`src/rtl/div_pkg.sv`:
```
// rtl/div_pkg.sv - shared types and constants for the sequential divider
package div_pkg;
  localparam int DIV_W     = 32;
  localparam int DIV_STEPS = 32;
  localparam logic [DIV_W-1:0] DZ_QUOT = 32'hFFFF_FFFF;

  typedef enum logic [1:0] {IDLE, DIV, FIX, DONE} state_t;
endpackage

```
`src/rtl/div_step.sv`:
```
// rtl/div_step.sv - one combinational restoring shift-subtract iteration
module div_step #(
  parameter int W = 32
) (
  input  logic [W-1:0] rem,
  input  logic         msb,
  input  logic [W-1:0] divisor,
  output logic [W-1:0] rem_next,
  output logic         qbit
);
  logic [W:0] shifted;
  logic [W:0] diff;
  logic       carry;

  assign shifted = {rem, msb};
  // subtract as add-of-complement: carry out set means no borrow
  assign {carry, diff} = {1'b0, shifted} + {1'b0, ~{1'b0, divisor}} + (W+2)'(1);
  assign qbit     = carry;
  assign rem_next = W'(carry ? diff : shifted);
endmodule

```
`src/rtl/unit_div.sv`:
```
// rtl/unit_div.sv - 32-bit signed/unsigned restoring divider with start/valid/ack handshake
module unit_div
  import div_pkg::*;
#(
  parameter int WIDTH = DIV_W
) (
  input  logic             clk,
  input  logic             rst_n,
  input  logic             start,
  input  logic             sgn,
  input  logic [WIDTH-1:0] a,
  input  logic [WIDTH-1:0] b,
  output logic             ready,
  output logic             valid,
  input  logic             ack,
  output logic [WIDTH-1:0] q,
  output logic [WIDTH-1:0] r,
  output logic             N,
  output logic             Z,
  output logic             DZ,
  output logic             O
);
  localparam logic [WIDTH-1:0] MIN_NEG = {1'b1, {(WIDTH-1){1'b0}}};

  state_t           state;
  logic [5:0]       cnt;
  logic [WIDTH-1:0] rem, dvd, dvs;
  logic             q_neg, r_neg, ovf;

  logic [WIDTH-1:0] a_abs, b_abs, rem_next, q_fix, r_fix;
  logic             qbit;

  assign a_abs = (sgn && a[WIDTH-1]) ? (~a + 1'b1) : a;
  assign b_abs = (sgn && b[WIDTH-1]) ? (~b + 1'b1) : b;
  assign q_fix = q_neg ? (~dvd + 1'b1) : dvd;
  assign r_fix = r_neg ? (~rem + 1'b1) : rem;

  div_step #(.W(WIDTH)) u_step (
    .rem      (rem),
    .msb      (dvd[WIDTH-1]),
    .divisor  (dvs),
    .rem_next (rem_next),
    .qbit     (qbit)
  );

  always_ff @(posedge clk or negedge rst_n) begin
    if (!rst_n) begin
      state <= IDLE;
      ready <= 1'b1;
      valid <= 1'b0;
      q     <= '0;
      r     <= '0;
      N     <= 1'b0;
      Z     <= 1'b0;
      DZ    <= 1'b0;
      O     <= 1'b0;
      cnt   <= '0;
      rem   <= '0;
      dvd   <= '0;
      dvs   <= '0;
      q_neg <= 1'b0;
      r_neg <= 1'b0;
      ovf   <= 1'b0;
    end else begin
      case (state)
        IDLE: begin
          if (start) begin
            ready <= 1'b0;
            if (b == '0) begin
              // divide-by-zero skips the loop and publishes on this edge
              q     <= DZ_QUOT;
              r     <= a;
              N     <= DZ_QUOT[WIDTH-1];
              Z     <= 1'b0;
              DZ    <= 1'b1;
              O     <= 1'b0;
              valid <= 1'b1;
              state <= DONE;
            end else begin
              dvd   <= a_abs;
              dvs   <= b_abs;
              rem   <= '0;
              cnt   <= '0;
              q_neg <= sgn && (a[WIDTH-1] ^ b[WIDTH-1]);
              r_neg <= sgn && a[WIDTH-1];
              ovf   <= sgn && (a == MIN_NEG) && (b == '1);
              state <= DIV;
            end
          end
        end
        DIV: begin
          rem <= rem_next;
          dvd <= {dvd[WIDTH-2:0], qbit};
          cnt <= cnt + 6'd1;
          if (cnt == 6'(DIV_STEPS - 1)) state <= FIX;
        end
        FIX: begin
          q     <= q_fix;
          r     <= r_fix;
          N     <= q_fix[WIDTH-1];
          Z     <= (q_fix == '0);
          DZ    <= 1'b0;
          O     <= ovf;
          valid <= 1'b1;
          state <= DONE;
        end
        DONE: begin
          if (ack) begin
            valid <= 1'b0;
            ready <= 1'b1;
            state <= IDLE;
          end
        end
        default: state <= IDLE;
      endcase
    end
  end
endmodule

```
`config.mk`:
```
export PLATFORM = sky130hd
export DESIGN_NAME = unit_div
export DESIGN_NICKNAME = d
export VERILOG_FILES = /design/src/rtl/div_pkg.sv /design/src/rtl/div_step.sv /design/src/rtl/unit_div.sv
export SDC_FILE = /design/constraint.sdc
export NUM_CORES = 1
export LEC_CHECK = 0
export CAP_MARGIN = 20
export CORE_MARGIN = 10
export CORE_UTILIZATION = 62
export CTS_CLUSTER_SIZE = 30
export DETAILED_ROUTE_END_ITERATION = 8
export GPL_TIMING_DRIVEN = 0
export HOLD_SLACK_MARGIN = 0.12
export PLACE_DENSITY = 0.87
export SYNTH_ARGS = -nofsm -noshare
export SYNTH_HDL_FRONTEND = slang
export SYNTH_SLANG_ARGS = --single-unit
```
`constraint.sdc`:
```
create_clock -name clk -period 7.2 [get_ports clk]
set_input_delay 0.72 -clock clk [delete_from_list [all_inputs] [get_ports clk]]
set_output_delay 0.72 -clock clk [all_outputs]
set_load 0.005 [all_outputs]
```
After elaboration in Yosys (flattened, before gate mapping)
Index checks and enable logic that the tools add are counted.

Register bits after elaboration: 177. Bits of input ports: 69. Output and inout bits: 70. Word-level logic and storage cells: 97.

Add/subtract/negate cells: 7. Equal/unequal tests: 11. Mux-type cells: 38. Bitwise gates (word level): 7. Reduce and logical (&&, ||, !) cells: 18.

Operators with widths (count): $mux 32 (13); $pmux 32 s2 (4); $add 32x1->32 const B (4); $not 32->32 (4); $eq 32x32->1 const B (2); $logic_not 32->1 (2); $add 33x33->34 (1); $add 34x1->34 const B (1); $not 32->33 (1); $reduce_and 3->1 (5); $mux 6 (2); $pmux 6 s2 (1); $ne 2x2->1 const B (5); $pmux 1 s2 (5); $mux 2 (4); $pmux 2 s4 (1); $mux 1 (7); $add 6x1->6 const B (1); $eq 6x5->1 const B (1); $reduce_bool 2->1 (3); $logic_and 1x1->1 (5); $eq 2x2->1 const B (2); $reduce_and 4->1 (1); $pmux 1 s3 (1); 5 further kinds (5).

Depth between registers and ports, before layout
Depth after elaboration: 6. Gate-level depth with buffers: 12. Depth with buffers taken out: 12.

Cells and area by module
A second synthesis with hierarchy kept.

Cells, all modules: 1617. Area total of the unflattened synthesis: 12934.9 sq um.

Modules (own cells, without submodules): unit_div (instances 1, cells an instance 1245, area each 10561.4 sq um, sequential area each 4405.5 sq um); div_step (instances 1, cells an instance 372, area each 2373.5 sq um, sequential area each 0.0 sq um).

Worst setup path after synthesis
OpenSTA, ideal clock, no wires.

Kind: input -> register. Start point: input b[10]. End point: register q[14]. Arrival: 3.151 ns. Required time: 7.075 ns. Setup slack: 3.925 ns. Cell stages on the path: 8. Buffers on the path: 2. Path through: or4_1 nor4_1 nand4_1 nor3_1 a31o_2 clkbuf_1 buf_2 mux2_2.

Longest elaborated chain between the ends: 3.

Ends and longest elaborated chain: start, declared (RTL line unit_div.sv:12) `input logic [WIDTH-1:0] b,`; $logic_not 32->1 (RTL line unit_div.sv:69) `if (b == '0) begin`; $ne 2x2->1 (no source line); $reduce_and 3->1 (no source line); end signal, assigned (RTL line unit_div.sv:98) `q <= q_fix;`; end, declared (RTL line unit_div.sv:16) `output logic [WIDTH-1:0] q,`.

Every way passes these cells. A chain may end at the register's enable or synchronous reset.

Worst setup path in the final report
Start point: input b[10]. End point: register q_neg.

Longest elaborated chain between the ends: 3.

Ends and longest elaborated chain: $logic_not 32->1 (RTL line unit_div.sv:69); $not 1->1 (no source line); $reduce_and 3->1 (no source line); end signal, assigned (RTL line unit_div.sv:84) `q_neg <= sgn && (a[WIDTH-1] ^ b[WIDTH-1]);`; end, declared (RTL line unit_div.sv:28) `logic q_neg, r_neg, ovf;`.

Every way passes these cells.

==> run summary <==
Status = complete, no violations
Antenna Cells = 0
PwrDens = 496 nW/um^2
Gr usage total = 0.291
CTS tree = yes
Htree depth = 4
Slew @ Worst Pin = 1.05 ns
Switching Share = 0.475
Syn_nets = 1,574
Post-DRT Antenna Nets = 0
Initial antenna violation count = 0
Layout cells sized above 1 = 0.0441
CTS clk-pin slew, worst paths = 0.07 ns
Vias in the first global route = 11,600
Netlist cell types = 72
Top_reg_cell synth = dfrtp_1
Initial Utilization = 0.628
Sequential share of power = 0.264
Crit path time final = 5.06 ns
Setup bufs post-CTS = 0
CP max stage cell = o311ai_1
Syn Area/Cell = 8.33 um^2
Leakage = 6.05 nW
Slew Limit Fails = 0
Cell count after synthesis = 1,462
Clock Power Share = 0.123
Port Buf Inserts = 137
Final Setup Violations = 0
CP required = 7.50 ns
Fin. Hold Viols = 0
Grt met2 use = 0.503
Drt first pass iters = 8
RSZ-0062 raised after global routing = no
Ys async rst share = 1.00
Fill count = 1,528
Final-stage net count = 1,733
Core Area = 19,400 um^2
Number of synthesized register bits = 176
Final worst-path cycle share = 0.702
Cell mode on critical path = clkbuf_1
Crit-path cells = clkdlybuf4s50_1 -> or4_1 -> nor4_1 -> nand4_1 -> o311ai_1 -> buf_2 -> clkbuf_1 -> clkbuf_1 -> nand2_1 -> o31ai_1
Setup crit start kind = input port
Worst-case reg-to-reg path depth = 11
Sequential fraction of the synthesis area = 0.362
Drt drc = 0
Final RePlAce weighted congestion = 0.985
DP Wirelength = 30,300 um
Number of synthesized flops with an enable pin = 0
Setup Skew = 0.0106 ns
Final core utilization = 0.747
Buffer depth of the longest clock path = 2
Clock Root Buffer = clkbuf_16
Synthesized area = 12,200 um^2
Met1 usage = 0.333
Maximum clock rate = 198 MHz
Yosys warns = 0
Combinational share of power = 0.614
Final wirelength = 38,200 um
CTS Sinks = 176
Int Pwr = 3.77 mW
WHS = 0.236 ns
Crit Reg-Reg Endpoint = rem[21]
Post-CTS Hold Fix Bufs = 0
CP endpoint kind = flip-flop
Critical Path Fanout Max = 10
Worst EP arrival = 5.36 ns
Post-CTS resize count = 0
Vias = 11,800
GR peak layer = met2
Non-Filler Instances = 1,896
WL per Instance = 20.1 um
Die ar. = 25,700 um^2
Die Width = 160 um
Worst reg2reg startpoint = rem[17]
Largest net degree at the start of global routing = 103
Core Rows = 51
Worst hold-check path type = input port to async pin
Vias per std cell = 6.22
Io pins = 139
Slew HR = 0.298
Initial drt markers = 959
MaxCap Viol Count = 0
First-pass GRT wire length = 60,700 um
Setup TNS Final = 0 ns
R2R Setup Slk = 2.88 ns
TritonCTS Buffers = 17
Total placed cells including tap cells = 1,867
Peak VDD IR = 0.234 mV
Met3 Use GR = 0.0548
Area delta synth->final = 18.9%
WS Path Type = input port to flip-flop
Worst-Skew Late Latency = 0.44 ns
Grt ovf = 0
Sw power = 3.41 mW
Slowest stage delay, CP = 0.89 ns
Die Ht = 160 um
[metrics by stage]
step	setup slack (ns)	area (um^2)	total power, mW
CTS	2.27	14500	7.12
global placement	-1.61	13900	6.08
detailed placement	1.84	13900	6.22
finish	2.14	14500	7.18
global route	2.04	14500	7.73
floorplan	3.92	12200	4.77
[layout make-up]
cell class	instances	area [um^2]	area share
Clock inverter	12	116	0.00803
Sequential cell	176	4410	0.304
Multi-Input combinational cell	1129	7170	0.495
Timing Repair Buffer	140	1420	0.0980
Buffer	87	353	0.0244
Tap cell	265	332	0.0229
Inverter	70	263	0.0181
Clock buffer	17	425	0.0294
[layout by cell type (no fill, tap or decap), drive strengths merged, types with 18 or more instances in the layout]
cell / Yosys / final
a21o: 18 / 18
a21oi: 87 / 87
a31oi: 34 / 34
clkbuf: 74 / 91
clkdlybuf4s50: 0 / 136
dfrtp: 175 / 175
ha: 42 / 42
inv: 70 / 72
mux2i: 42 / 42
nand2: 183 / 183
nand3: 21 / 21
nor2: 110 / 110
nor3: 24 / 24
nor4: 19 / 19
o21ai: 157 / 157
o31ai: 25 / 25
or3: 19 / 19
xnor2: 56 / 56
xor2: 89 / 89
[worst max-delay path, delay by kind of cell]
kind	cells	cell delay (ns)
buffers and inverters	4	1.68
AND/OR/NAND/NOR	4	1.90
AO/OA/AOI/OAI	2	1.04
[Yosys cell counts, types with 9 or more instances]
cell type / n / area share
a21o_1: 18 / 0.011
a21oi_1: 86 / 0.035
a222oi_1: 12 / 0.0099
a31oi_1: 34 / 0.017
and3_1: 11 / 0.0056
buf_2: 9 / 0.0037
clkbuf_1: 73 / 0.022
dfrtp_1: 175 / 0.36
ha_1: 42 / 0.043
inv_1: 70 / 0.022
mux2i_1: 42 / 0.035
nand2_1: 183 / 0.056
nand2b_1: 14 / 0.0072
nand3_1: 21 / 0.0086
nand4_1: 13 / 0.0067
nor2_1: 110 / 0.034
nor3_1: 24 / 0.0099
nor4_1: 19 / 0.0098
o21a_1: 10 / 0.0062
o21ai_0: 138 / 0.057
o21ai_1: 18 / 0.0074
o31ai_1: 24 / 0.015
o41ai_1: 17 / 0.012
or3_1: 16 / 0.0082
or4_1: 15 / 0.0092
xnor2_1: 56 / 0.040
xor2_1: 89 / 0.064
[per-layer routing]
metal / share of wire / wire length, um
met5: 0 / 0
met4: 0.051 / 1940
met3: 0.069 / 2630
met2: 0.49 / 18900
met1: 0.39 / 14700
[power groups by stage]
| stage | Clock (mW) | Combinational (mW) | Sequential (mW) |
|---|---|---|---|
| after floorplan | 0 | 3.00 | 1.77 |
| after global placement | 0 | 4.20 | 1.87 |
| after detailed placement | 0 | 4.33 | 1.89 |
| after CTS | 0.885 | 4.36 | 1.87 |
| after global routing | 0.921 | 4.87 | 1.95 |
| final | 0.883 | 4.41 | 1.89 |
[how the worst max path moves through the flow]
stage / startpoint / endpoint / slack, ns
finish: b[10] / q_neg / 2.14
global placement: rst_n / dvs[29] / -1.61
detailed placement: b[11] / q_neg / 1.84
global route: b[11] / q_neg / 2.04
CTS: b[11] / q_neg / 2.27
floorplan: b[10] / q[14] / 3.92
[kinds of logic (layout without fill, tap and decap cells)]
logic type	count (synthesis)	in the layout	synth area share
xor+xnor	145	145	0.104
mux	46	46	0.0382
flops	176	176	0.362
compound gates	426	426	0.219
buf+inv	157	326	0.0505
fa+ha+maj	43	43	0.0448
simple gates	469	469	0.182
[state kept, by name (all words and copies together) (netlist names)]
register / cells
valid: 1
ready: 1
ovf: 1
O: 1
DZ: 1
q: 32
rem: 32
cnt: 6
state: 2
dvs: 32
r: 32
r_neg: 1
dvd: 32
Z: 1
q_neg: 1
No activity file was read; power rests on OpenSTA's default activity.
